$ cat src/rtl/fifo_wr_gen.sv
// FIFO write-side traffic generator: waits for the FIFO to drain, then writes a data
// pattern until almost-full or a burst limit. Define FIFO_WR_GEN_LFSR_EN to build mode 2 as an LFSR.
module fifo_wr_gen #(
  parameter int unsigned DATA_W      = 8,
  parameter int unsigned MAX_VAL     = 254,
  parameter int unsigned SYNC_STAGES = 2,
  parameter int unsigned BURST_LEN   = 0,
  parameter int unsigned CNT_W       = 16
`ifdef FIFO_WR_GEN_LFSR_EN
  ,
  parameter logic [DATA_W-1:0] LFSR_TAPS = DATA_W'(8'hB8)
`endif
) (
  input  logic              clk,
  input  logic              rst,
  input  logic              enable,
  input  logic [1:0]        mode,
  input  logic [DATA_W-1:0] pattern,
  input  logic              empty,
  input  logic              almost_full,
  input  logic              wr_rst_busy,
  output logic              fifo_wr_en,
  output logic [DATA_W-1:0] fifo_wr_data,
  output logic [CNT_W-1:0]  wr_cnt,
  output logic              burst_done,
  output logic              busy
);

  localparam int unsigned SESS_W = 32;

  typedef enum logic [1:0] {
    IDLE       = 2'd0,
    WAIT_EMPTY = 2'd1,
    WRITE      = 2'd2,
    DONE       = 2'd3
  } state_e;

  state_e                   state_q, state_d;
  logic [SYNC_STAGES-1:0]   empty_sync_q;
  logic [1:0]               mode_q, mode_d;
  logic [DATA_W-1:0]        data_q, data_d;
  logic [SESS_W-1:0]        sess_q, sess_d;
  logic                     wr_en_q, wr_en_d;
  logic [CNT_W-1:0]         cnt_q, cnt_d;
  logic                     burst_done_q, burst_done_d;
  logic                     busy_q, busy_d;
  logic                     burst_last;

  // First word of a session for the selected pattern
  function automatic logic [DATA_W-1:0] seed_f(input logic [1:0] m,
                                               input logic [DATA_W-1:0] p);
    logic [DATA_W-1:0] r;
    r = '0;
    case (m)
      2'd1: r = p;
      2'd3: r = DATA_W'(1);
`ifdef FIFO_WR_GEN_LFSR_EN
      2'd2: r = DATA_W'(1);
`endif
      default: r = '0;
    endcase
    return r;
  endfunction

  // Word following v for the selected pattern
  function automatic logic [DATA_W-1:0] advance_f(input logic [1:0] m,
                                                  input logic [DATA_W-1:0] v);
    logic [DATA_W-1:0] r;
    r = v;
    case (m)
      2'd1: r = v;
      2'd3: r = {v[DATA_W-2:0], v[DATA_W-1]};
`ifdef FIFO_WR_GEN_LFSR_EN
      2'd2: r = (v >> 1) ^ (v[0] ? LFSR_TAPS : '0);
`endif
      default: r = (v >= DATA_W'(MAX_VAL)) ? '0 : v + DATA_W'(1);
    endcase
    return r;
  endfunction

  assign burst_last = (BURST_LEN != 0) && (sess_q == SESS_W'(BURST_LEN - 1));

  // Next-state, data sequencing and registered-output precompute
  always_comb begin
    state_d      = state_q;
    mode_d       = mode_q;
    data_d       = data_q;
    sess_d       = sess_q;
    wr_en_d      = 1'b0;
    cnt_d        = cnt_q;
    burst_done_d = 1'b0;
    busy_d       = 1'b0;

    case (state_q)
      IDLE:       if (enable && !wr_rst_busy) state_d = WAIT_EMPTY;
      WAIT_EMPTY: if (empty_sync_q[SYNC_STAGES-1]) state_d = WRITE;
      WRITE: begin
        if (wr_en_q && burst_last) state_d = DONE;
        else if (almost_full)      state_d = WAIT_EMPTY;
      end
      DONE:       state_d = DONE;
      default:    state_d = IDLE;
    endcase
    if (!enable || wr_rst_busy) state_d = IDLE;

    if (state_q == IDLE && state_d == WAIT_EMPTY) begin
      mode_d = mode;
      data_d = seed_f(mode, pattern);
      sess_d = '0;
    end else if (wr_en_q) begin
      data_d = advance_f(mode_q, data_q);
      sess_d = sess_q + SESS_W'(1);
    end

    // The strobe trails the state by one edge and drops on any exit from WRITE
    wr_en_d      = (state_q == WRITE) && (state_d == WRITE);
    cnt_d        = cnt_q + CNT_W'(wr_en_q);
    burst_done_d = (state_d == DONE) && (state_q != DONE);
    busy_d       = (state_d != IDLE);
  end

  always_ff @(posedge clk) begin
    if (rst) begin
      state_q      <= IDLE;
      empty_sync_q <= '0;
      mode_q       <= '0;
      data_q       <= '0;
      sess_q       <= '0;
      wr_en_q      <= 1'b0;
      cnt_q        <= '0;
      burst_done_q <= 1'b0;
      busy_q       <= 1'b0;
    end else begin
      state_q      <= state_d;
      empty_sync_q <= {empty_sync_q[SYNC_STAGES-2:0], empty};
      mode_q       <= mode_d;
      data_q       <= data_d;
      sess_q       <= sess_d;
      wr_en_q      <= wr_en_d;
      cnt_q        <= cnt_d;
      burst_done_q <= burst_done_d;
      busy_q       <= busy_d;
    end
  end

  assign fifo_wr_en   = wr_en_q;
  assign fifo_wr_data = data_q;
  assign wr_cnt       = cnt_q;
  assign burst_done   = burst_done_q;
  assign busy         = busy_q;

endmodule
$ cat config.mk
export PLATFORM = sky130hd
export DESIGN_NAME = fifo_wr_gen
export DESIGN_NICKNAME = d
export VERILOG_FILES = /design/src/rtl/fifo_wr_gen.sv
export SDC_FILE = /design/constraint.sdc
export NUM_CORES = 1
export LEC_CHECK = 0
export ABC_AREA = 1
export CAP_MARGIN = 10
export CORE_MARGIN = 2
export CORE_UTILIZATION = 44
export CTS_CLUSTER_SIZE = 25
export DETAILED_ROUTE_END_ITERATION = 10
export PLACE_DENSITY = 0.73
export SYNTH_ARGS = -nofsm -noshare
export SYNTH_HDL_FRONTEND = slang
export SYNTH_SLANG_ARGS = --single-unit
$ cat constraint.sdc
create_clock -name clk -period 2.1 [get_ports clk]
set_input_delay 0.21 -clock clk [delete_from_list [all_inputs] [get_ports clk]]
set_output_delay 0.21 -clock clk [all_outputs]
set_load 0.005 [all_outputs]
==> flow_summary.yaml <==
synth:
  synth_top_area_share_pct: 38.2
  async_reset_ff_share_pct: 0
  yosysWarnings: 0
  synth_cell_types: 32
  synth_top_area_cell: "dfxtp_1"
  avgSynthCellArea_um2: 6.78
  synth_edf_count: 0
  synth-main-ff-cell: "dfxtp_1"
  yosys-top-cells-area: "dfxtp_1 38%, nand2_1 13%, inv_1 8.7%"
  syn_area_um2: 1730
  synth_seq_area_share_pct: 38.2
  syn_inst: 255
  syn_nets: 275
  synth_seq_cells: 33
critical_path:
  slowest_stage: "clkdlybuf4s50_1"
  path_class: "primary input to register"
  worstSetupStartpointType: "primary input"
  startpoint: "enable"
  r2r-end: "wr_cnt[14]"
  cp_data_arrival_time_ns: 1.79
  worstPathCellList: "clkdlybuf4s50_1, inv_1, nor2_4, nand3_2, nor2_1, nand2_1, nand2_1, inv_1, a21oi_1"
  regToRegStartpoint: "fifo_wr_en"
  critPathMaxStageDelay_ns: 0.45
  r2r_cells: 9
  crit_family: "simple AND/OR/NAND/NOR gates"
  required_ns: 2.31
  cp-end-kind: "register"
  cp_max_fo: 12
  reg2reg_slack_ns: 0.54
  cp.buffers_inverters: 3
status:
  outcome: "finished clean"
power:
  power_mw: 1.26
  combinationalPowerShare_pct: 11.0
  swShare_pct: 24.8
  p_int_mw: 0.945
  powerDensity_nw_per_um2: 549
  p_sw_mw: 0.312
  power_frac_seq_pct: 52.7
  clockPowerShare_pct: 36.2
  ir_worst_vdd_mv: 0.448
  p_leak_nw: 0.948
floorplan:
  die_w_um: 66.7
  rows: 22
  ioPinCount: 43
  fp.coreArea_um2: 3720
  die_y_um: 66.7
  start_util_pct: 46.5
  die-area_um2: 4450
timing:
  period_share_pct: 75.1
  fin_crit_ns: 1.58
  finalMaxSlewViolations: 0
  fin_skew_ns: 0.00319
  fin_setup_tns_ns: 0
  fmax_mhz: 634
  setup_violations: 0
  fin_ws_ns: 0.524
  finalHoldViolCount: 0
  rsz0062_at_grt: "false"
  whs_ns: 0.407
min_path:
  hold_class: "register to register"
  hp-start: "empty_sync_q[0]"
  min_path_cells: 2
  min_to: "empty_sync_q[1]"
cts:
  cts_setup_buffers: 0
  clk_pin_slew_ns: 0.07
  hold_buffers: 0
  cts_tree: "built"
  cts_sinks: 33
  clockBufferDepth: 2
  worstSkewPairLatency_ns: 0.28
  clockRootBuffer: "clkbuf_8"
  ctsResizeCount: 0
  cts_made_buffers: 5
  htree_levels: 2
detailed_routing:
  ant_nets: 0
  drt-vias-per-instance: 4.82
  wl_per_cell_um: 10.6
  wl_um: 3740
  drt_iter0_drc: 65
  drcViolationCount: 0
  drt_first_pass_iters: 4
  vias: 1692
layout:
  antenna_cells: 0
  drive_above_1_share_pct: 7.92
  finalNetCount: 322
  final_util_pct: 61.6
  fillerInstances: 352
  area_growth_pct: 32.3
  multi_input_area_um2: 885
  layout.area.seq_um2: 661
grt:
  overflow: 0
  grt_pass1_wl_um: 6340
  grtUsageTotal_pct: 18.4
  antenna_found_initial: 0
  grt_max_degree: 20
  grt_pass1_vias: 1498
placed_design:
  dpl.hpwl_um: 2920
  gp_congestion: 0.853
  pre_cts_ws_ns: 0.251
  port_buffers: 42
run:
  cap_violations: 0
==> synth_stat cells (2+ instances only) <==
| master | instances |
|---|---|
| nand2_1 | 60 |
| inv_1 | 40 |
| dfxtp_1 | 33 |
| nor2_1 | 26 |
| a21oi_1 | 21 |
| nand3_1 | 14 |
| o21ai_0 | 13 |
| nand4_1 | 6 |
| nor3_1 | 6 |
| ha_1 | 4 |
| nand2_2 | 3 |
| xnor2_1 | 3 |
| clkbuf_1 | 2 |
| nand3_2 | 2 |
| nor2_2 | 2 |
| nor2_4 | 2 |
| o21ai_1 | 2 |
| o21bai_1 | 2 |
==> cell usage in the layout (no fill, tap or decap), types with 2 or more instances in the layout <==
cell             netlist  routed
clkdlybuf4s50_1        0      42
ha_1                   4       4
o21ai_0               13      13
nand3_2                2       2
nor2_2                 2       2
nand4_1                6       6
buf_4                  1       3
clkinv_2               0       2
inv_1                 40      40
nand3_1               14      14
nor2_1                26      26
o21ai_1                2       2
nand2_2                3       3
a21oi_1               21      21
nor3_1                 6       6
o21bai_1               2       2
clkbuf_8               0       5
nand2_1               60      60
dfxtp_1               33      33
nor2_4                 2       2
xnor2_1                3       3
==> cell families after synthesis <==
logic type,Yosys count,share of synthesized area (%)
flops,33,38.2
buf+inv,46,10.6
compound gates,42,12.9
xor+xnor,4,2.03
fa+ha+maj,4,2.89
simple gates,125,33.1
other cells,1,0.217
==> state kept, by name, indices dropped and copies added (netlist names) <==
name	flops
burst_done	1
busy	1
empty_sync_q	2
fifo_wr_data	8
fifo_wr_en	1
mode_q	2
state_q	2
wr_cnt	16
==> how the worst max path moves through the flow <==
| stage | end | slack, ns | cells past startpoint |
|---|---|---|---|
| 5_1_grt | fifo_wr_data[7] | 0.36 | 9 |
| 2_1_floorplan | wr_cnt[14] | 0.64 | 9 |
| 6_report | fifo_wr_data[7] | 0.52 | 9 |
| 3_5_place_dp | fifo_wr_data[7] | 0.25 | 9 |
| 3_3_place_gp | fifo_wr_data[7] | 0.31 | 9 |
| 4_1_cts | wr_cnt[14] | 0.53 | 9 |
==> power by group through the flow <==
stage	clock [mW]	sequential, mW	combinational [mW]
detailed placement	0	0.677	0.139
CTS	0.469	0.663	0.140
global route	0.502	0.665	0.157
floorplan	0	0.674	0.0719
finish	0.455	0.663	0.139
global placement	0	0.677	0.138
==> per-stage QoR <==
step	std cells	instance area (um2)
2_1_floorplan	255	1730
3_3_place_gp	343	2200
3_5_place_dp	343	2200
4_1_cts	351	2290
5_1_grt	351	2290
6_report	351	2290
==> worst register-to-register path, delay by kind of cell, from the launching register on <==
kind,cells,cell delay (ns)
AND/OR/NAND/NOR,7,0.70
flip-flops,1,0.40
adder cells (fa/ha/maj),2,0.35
==> layer usage <==
layer	track usage (%)	vias to the layer above	share of wire, %
met5	0	-	0
met4	5.36	0	0.51
met3	4.56	2	4.0
met2	30.5	37	46
met1	23.6	748	49
li1	-	905	-
==> cell type report <==
| type | instances | share of cell area [%] |
|---|---|---|
| clock inverters | 3 | 0.765 |
| repair buffers | 45 | 19.4 |
| clock buffers | 5 | 3.01 |
| well taps | 48 | 2.62 |
| inverters | 41 | 6.73 |
| multi-input cells | 176 | 38.7 |
| flip-flops and latches | 33 | 28.9 |
Power figures use the tool's default switching activity.
